### config.mk
export PLATFORM = sky130hd
export DESIGN_NAME = speed_key_ctrl
export DESIGN_NICKNAME = d
export VERILOG_FILES = /design/src/rtl/speed_key_ctrl.sv
export SDC_FILE = /design/constraint.sdc
export NUM_CORES = 1
export LEC_CHECK = 0
export ABC_CLOCK_PERIOD_IN_PS = 2250
export CORE_ASPECT_RATIO = 1.2
export CORE_MARGIN = 2
export CORE_UTILIZATION = 50
export DETAILED_ROUTE_END_ITERATION = 8
export GPL_TIMING_DRIVEN = 1
export PLACE_DENSITY_LB_ADDON = 0.1
export SYNTH_ARGS = -nofsm -noshare
export SYNTH_HDL_FRONTEND = slang
export SYNTH_SLANG_ARGS = --single-unit
### constraint.sdc
create_clock -name clk -period 2.25 [get_ports clk]
set_clock_uncertainty 0.1 [all_clocks]
set_input_delay 0.225 -clock clk [delete_from_list [all_inputs] [get_ports clk]]
set_output_delay 0.225 -clock clk [all_outputs]
set_load 0.02 [all_outputs]
### src/rtl/speed_key_ctrl.sv
// speed_key_ctrl
// Turns the two active-low board keys into single-cycle faster/slower step
// pulses for the 4-bit delay register. Each key is synchronised and
// debounced. An arbitration FSM lets exactly one key own the output at a
// time, auto-repeats while the owner key is held, and swallows any pulse
// that collides with a same-cycle bus write to the delay register.
//
// Output handshake: faster/slower are single-cycle request strobes with no
// backpressure. The delay register consumes them unconditionally in the
// cycle they are high and saturates on its own. A pulse that would coincide
// with write is dropped, not deferred.

module speed_key_ctrl #(
    parameter int DEBOUNCE_CYCLES = 500000,
    parameter int REPEAT_DELAY    = 25000000,
    parameter int REPEAT_PERIOD   = 5000000
) (
    input  logic clk,
    input  logic reset,
    input  logic key_faster_n,
    input  logic key_slower_n,
    input  logic write,
    output logic faster,
    output logic slower,
    output logic busy
);

    // Counter widths: one spare bit so the terminal value always fits.
    localparam int DBW     = $clog2(DEBOUNCE_CYCLES) + 1;
    localparam int RPT_MAX = (REPEAT_DELAY > REPEAT_PERIOD) ? REPEAT_DELAY : REPEAT_PERIOD;
    localparam int RPW     = $clog2(RPT_MAX) + 1;

    localparam logic [DBW-1:0] DB_LAST     = DBW'(DEBOUNCE_CYCLES - 1);
    localparam logic [DBW-1:0] DB_ONE      = DBW'(1);
    localparam logic [RPW-1:0] DELAY_LAST  = RPW'(REPEAT_DELAY - 1);
    localparam logic [RPW-1:0] PERIOD_LAST = RPW'(REPEAT_PERIOD - 1);
    localparam logic [RPW-1:0] RPT_ONE     = RPW'(1);

    // IDLE    : no key owns the output
    // HOLD    : owner pressed, waiting out the initial repeat hold-off
    // REPEAT  : owner pressed, issuing periodic repeat pulses
    // RELEASE : owner let go while the other key was still down; wait for
    //           both keys up so the other key cannot silently take over
    typedef enum logic [1:0] {
        ST_IDLE    = 2'd0,
        ST_HOLD    = 2'd1,
        ST_REPEAT  = 2'd2,
        ST_RELEASE = 2'd3
    } state_t;

    // Bit 0 = faster key, bit 1 = slower key. Level 1 = released.
    logic [1:0]     r_sync_meta;
    logic [1:0]     r_sync;
    logic [1:0]     r_stable;
    logic [DBW-1:0] r_db_cnt_f;
    logic [DBW-1:0] r_db_cnt_s;

    state_t         r_state;
    logic           r_owner_s;   // 0 = faster key owns, 1 = slower key owns
    logic [RPW-1:0] r_rpt_cnt;
    logic           r_pulse_f;
    logic           r_pulse_s;

    logic w_f_pressed;
    logic w_s_pressed;
    logic w_owner_pressed;
    logic w_other_pressed;

    assign w_f_pressed     = ~r_stable[0];
    assign w_s_pressed     = ~r_stable[1];
    assign w_owner_pressed = r_owner_s ? w_s_pressed : w_f_pressed;
    assign w_other_pressed = r_owner_s ? w_f_pressed : w_s_pressed;

    // Two-flop synchroniser for both raw keys; resets to released.
    always_ff @(posedge clk) begin
        if (reset) begin
            r_sync_meta <= 2'b11;
            r_sync      <= 2'b11;
        end else begin
            r_sync_meta <= {key_slower_n, key_faster_n};
            r_sync      <= r_sync_meta;
        end
    end

    // Faster-key debouncer: accept a new level only after it has been
    // seen for DEBOUNCE_CYCLES consecutive cycles.
    always_ff @(posedge clk) begin
        if (reset) begin
            r_stable[0] <= 1'b1;
            r_db_cnt_f  <= '0;
        end else if (r_sync[0] == r_stable[0]) begin
            r_db_cnt_f  <= '0;
        end else if (r_db_cnt_f == DB_LAST) begin
            r_stable[0] <= r_sync[0];
            r_db_cnt_f  <= '0;
        end else begin
            r_db_cnt_f  <= r_db_cnt_f + DB_ONE;
        end
    end

    // Slower-key debouncer, identical to the faster-key one.
    always_ff @(posedge clk) begin
        if (reset) begin
            r_stable[1] <= 1'b1;
            r_db_cnt_s  <= '0;
        end else if (r_sync[1] == r_stable[1]) begin
            r_db_cnt_s  <= '0;
        end else if (r_db_cnt_s == DB_LAST) begin
            r_stable[1] <= r_sync[1];
            r_db_cnt_s  <= '0;
        end else begin
            r_db_cnt_s  <= r_db_cnt_s + DB_ONE;
        end
    end

    // Arbitration / auto-repeat FSM with registered step pulses. A release
    // is checked before the repeat terminal count, so a release in the same
    // cycle a repeat is due produces no pulse.
    always_ff @(posedge clk) begin
        if (reset) begin
            r_state   <= ST_IDLE;
            r_owner_s <= 1'b0;
            r_rpt_cnt <= '0;
            r_pulse_f <= 1'b0;
            r_pulse_s <= 1'b0;
        end else begin
            r_pulse_f <= 1'b0;
            r_pulse_s <= 1'b0;
            case (r_state)
                ST_IDLE: begin
                    r_rpt_cnt <= '0;
                    if (w_f_pressed) begin
                        r_owner_s <= 1'b0;
                        r_pulse_f <= 1'b1;
                        r_state   <= ST_HOLD;
                    end else if (w_s_pressed) begin
                        r_owner_s <= 1'b1;
                        r_pulse_s <= 1'b1;
                        r_state   <= ST_HOLD;
                    end
                end
                ST_HOLD: begin
                    if (!w_owner_pressed) begin
                        r_rpt_cnt <= '0;
                        r_state   <= w_other_pressed ? ST_RELEASE : ST_IDLE;
                    end else if (r_rpt_cnt == DELAY_LAST) begin
                        r_rpt_cnt <= '0;
                        r_pulse_f <= ~r_owner_s;
                        r_pulse_s <= r_owner_s;
                        r_state   <= ST_REPEAT;
                    end else begin
                        r_rpt_cnt <= r_rpt_cnt + RPT_ONE;
                    end
                end
                ST_REPEAT: begin
                    if (!w_owner_pressed) begin
                        r_rpt_cnt <= '0;
                        r_state   <= w_other_pressed ? ST_RELEASE : ST_IDLE;
                    end else if (r_rpt_cnt == PERIOD_LAST) begin
                        r_rpt_cnt <= '0;
                        r_pulse_f <= ~r_owner_s;
                        r_pulse_s <= r_owner_s;
                    end else begin
                        r_rpt_cnt <= r_rpt_cnt + RPT_ONE;
                    end
                end
                ST_RELEASE: begin
                    r_rpt_cnt <= '0;
                    if (!w_f_pressed && !w_s_pressed) begin
                        r_state <= ST_IDLE;
                    end
                end
                default: begin
                    r_rpt_cnt <= '0;
                    r_state   <= ST_IDLE;
                end
            endcase
        end
    end

    // A bus write in the cycle a pulse is presented wins; the step is lost.
    assign faster = r_pulse_f & ~write;
    assign slower = r_pulse_s & ~write;
    assign busy   = (r_state != ST_IDLE);

endmodule

==> results of run 1 <==
## path summary, 6_finish.rpt
check	from	end	slack, ns
hold reg to reg	r_sync_meta[1]	r_sync[1]	0.31
hold / removal	r_sync_meta[1]	r_sync[1]	0.31
setup reg to reg	r_rpt_cnt[1]	r_rpt_cnt[16]	0.02
setup / recovery	r_rpt_cnt[1]	r_rpt_cnt[16]	0.02
## power by group through the flow
stage          logic [uW]  clock network, uW  registers, uW
6_report             59.7               1260           1370
5_1_grt              68.2               1340           1370
4_1_cts              60.5               1290           1370
3_5_place_dp         60.2                  0           1400
3_3_place_gp         60.1                  0           1400
2_1_floorplan        39.3                  0           1400
## Yosys cell counts, types with 3 or more instances
master / n / area share
nor2_1: 83 / 0.088
dfxtp_1: 77 / 0.44
xnor2_1: 38 / 0.094
nand2_1: 24 / 0.025
xor2_1: 23 / 0.057
nand3_1: 22 / 0.031
nand4_1: 19 / 0.034
inv_1: 17 / 0.018
nor3_1: 15 / 0.021
clkbuf_1: 11 / 0.012
nor4_1: 9 / 0.016
ha_1: 8 / 0.028
a21oi_1: 6 / 0.0085
and3_1: 6 / 0.011
or3_1: 5 / 0.0088
and4_1: 4 / 0.0099
or2_2: 4 / 0.0071
mux2i_1: 3 / 0.0085
nor2b_1: 3 / 0.0053
or4_1: 3 / 0.0064
## metal layers
layer  track usage  part of all wire  up-vias
met1         0.225              0.45     1288
met4         0.112             0.029        0
met3        0.0338             0.025       20
met2         0.304              0.49       35
li1              -                 -     1437
met5             0                 0        -
## cells by family after synthesis
kind of cell,count (synthesis)
AO/OA/AOI/OAI,20
XOR/XNOR,61
adder cells (fa/ha/maj),8
buffers and inverters,30
flip-flops,77
multiplexers,4
AND/OR/NAND/NOR,209
## flip-flops by register name, indices dropped and copies added (netlist names)
name,flops
r_owner_s,1
r_sync,2
r_pulse_f,1
r_db_cnt_f,20
r_stable,2
r_db_cnt_s,20
r_sync_meta,2
r_pulse_s,1
r_rpt_cnt,26
r_state,2
## timing repair
| action | in CTS | in global routing |
|---|---|---|
| buffers inserted | 0 | 6 |
| endpoints found under the setup margin | 0 | 28 |
| resized for setup | 0 | 11 |
## layout make-up
type / instances / area (um2) / share of cell area
multi-input combinational: 302 / 1910 / 0.460
sequential: 77 / 1550 / 0.373
timing repair buffer: 28 / 282 / 0.0679
clock inverter: 4 / 95.1 / 0.0229
inverter: 17 / 63.8 / 0.0154
clock buffer: 12 / 145 / 0.0350
tap: 87 / 109 / 0.0262
## critical path: stages (launching register included)
cell and delay, ns:
dfxtp_2 0.36, ha_4 0.13, or4bb_4 0.46, nor4_4 0.28
buf_4 0.17, a21oi_4 0.06, o21ai_4 0.29, clkbuf_16 0.22
nor2_1 0.05
## through the flow
step	hold WS [ns]	std cells	cell area [um2]	total power (uW)
final	0.310	527	4150	2690
after global routing	0.340	527	4150	2780
after CTS	0.313	518	4000	2720
after detailed placement	0.297	502	3760	1460
after global placement	0.293	502	3760	1460
after floorplan	0.229	409	3540	1440
==> metrics.md, run 1 <==
| Metric | Value |
|---|---|
| Routed WL | `6960 um` |
| Max Cap Viol | `0` |
| CP Max Fanout | `7` |
| Unique masters post-synth | `44` |
| Syn avg cell area | `8.66 um2` |
| Crit path kind | `register to register` |
| DP HPWL | `4570 um` |
| Die Wd | `80.9 um` |
| DRT iter0 DRCs | `85` |
| Hold-fix buffers, CTS | `0` |
| Hold crit path type | `register to register` |
| Vias post-DR | `2780` |
| Synth Area in Simple Gates | `0.296` |
| CP startpoint kind | `register` |
| Slew HR | `0.639` |
| Root buf cell | `clkbuf_8` |
| Reg2reg path depth | `8` |
| Post-synth ARST share | `0` |
| CP endpoint kind | `register` |
| Layout Area Growth over Synthesis | `17.1%` |
| Ports | `8` |
| Net Sw Power | `529 uW` |
| Slew Limit Fails | `0` |
| Setup TNS | `0 ns` |
| Die H | `96.2 um` |
| Pre-CTS setup slack | `0.100 ns` |
| Sequential-to-total area share from yosys stat | `0.435` |
| Status | `finished, final reports clean` |
| Most frequent cells in the layout | `83 x nor2_1, 74 x dfxtp_1, 38 x xnor2_1, 24 x nand2_1, 23 x xor2_1` |
| Critical Path AT | `2.37 ns` |
| Initial antenna violation count | `0` |
| Count of final hold-check violations | `0` |
| CP Data Required Time | `2.39 ns` |
| Clock period minus worst slack | `2.23 ns` |
| Synth Area in Compound Gates | `0.0427` |
| Via/cell ratio | `5.28` |
| Most common cell after layout, fill and taps aside | `nor2_1` |
| WHS Path Cells | `1` |
| Antenna-violating nets left | `0` |
| Vias in the first global route | `2485` |
| Finished Core Util | `0.605` |
| Switch share | `0.197` |
| Share of power burned in registers | `0.510` |
| Clock latency on the worst-skew pair | `0.35 ns` |
| Die area | `0.00778 mm2` |
| Adder-Cell Fraction of Synth Area | `0.0282` |
| Power density cells | `648 mW/mm2` |
| H-Tree Depth | `3` |
| Filler instances | `619` |
| Ant diodes | `0` |
| Max VDD drop | `0.000400 V` |
| Syn Nets | `422` |
| Drt drc | `0` |
| Final WS setup | `0.0191 ns` |
| Mux cell area share after synthesis | `0.0117` |
| Overflow after GRT | `0` |
| Combinational group share of total power | `0.022` |
| First-pass GRT wire length | `11100 um` |
| Cells after Synth | `409` |
| Nets | `448` |
| Final Cycle Share | `0.992` |
| Final setup vio count | `0` |
| CORE AREA | `0.00685 mm2` |
| Yosys warns | `0` |
| Num CTS Buffers | `9` |
| Ys flop type | `dfxtp_1` |
| Initial core utilization | `0.517` |
| Register bit count reported by yosys | `77` |
| Synthesized cell area | `0.00354 mm2` |
| Placer Congestion | `0.816` |
| WL/cell | `13.2 um` |
| DR pass1 iterations | `4` |
| Clk sinks | `77` |
| Post-synthesis xor/xnor area fraction | `0.151` |
| Rows | `33` |
| Clock buffer depth | `2` |
| Internal power | `2160 uW` |
| Layout cells sized above 1 | `0.116` |
| Fmax achieved | `0.448 GHz` |
| CTS clk-pin slew, worst paths | `0.08 ns` |
| CTS tree | `built` |
| I/O Buffers | `7` |
| Largest net degree at the start of global routing | `27` |
| Worst-Margin Slew | `0.539 ns` |
| P_leak | `0.00134 uW` |
| Total GRT Usage | `0.185` |
| Largest family of logic cells by synthesized area | `simple AND/OR/NAND/NOR gates` |
| Post-synth EDFFs | `0` |
| Clock Power Share | `0.468` |
(Power assumes the default switching activity.)
==> inputs of run 2 (changes only) <==
--- a/config.mk
+++ b/config.mk
@@ -10,6 +10,7 @@
 export CORE_MARGIN = 2
 export CORE_UTILIZATION = 50
 export DETAILED_ROUTE_END_ITERATION = 8
+export GPL_ROUTABILITY_DRIVEN = 0
 export GPL_TIMING_DRIVEN = 1
 export PLACE_DENSITY_LB_ADDON = 0.1
 export SYNTH_ARGS = -nofsm -noshare
==> results of run 2 <==
The final DEF is identical to that of run 1; final timing and power are the same.
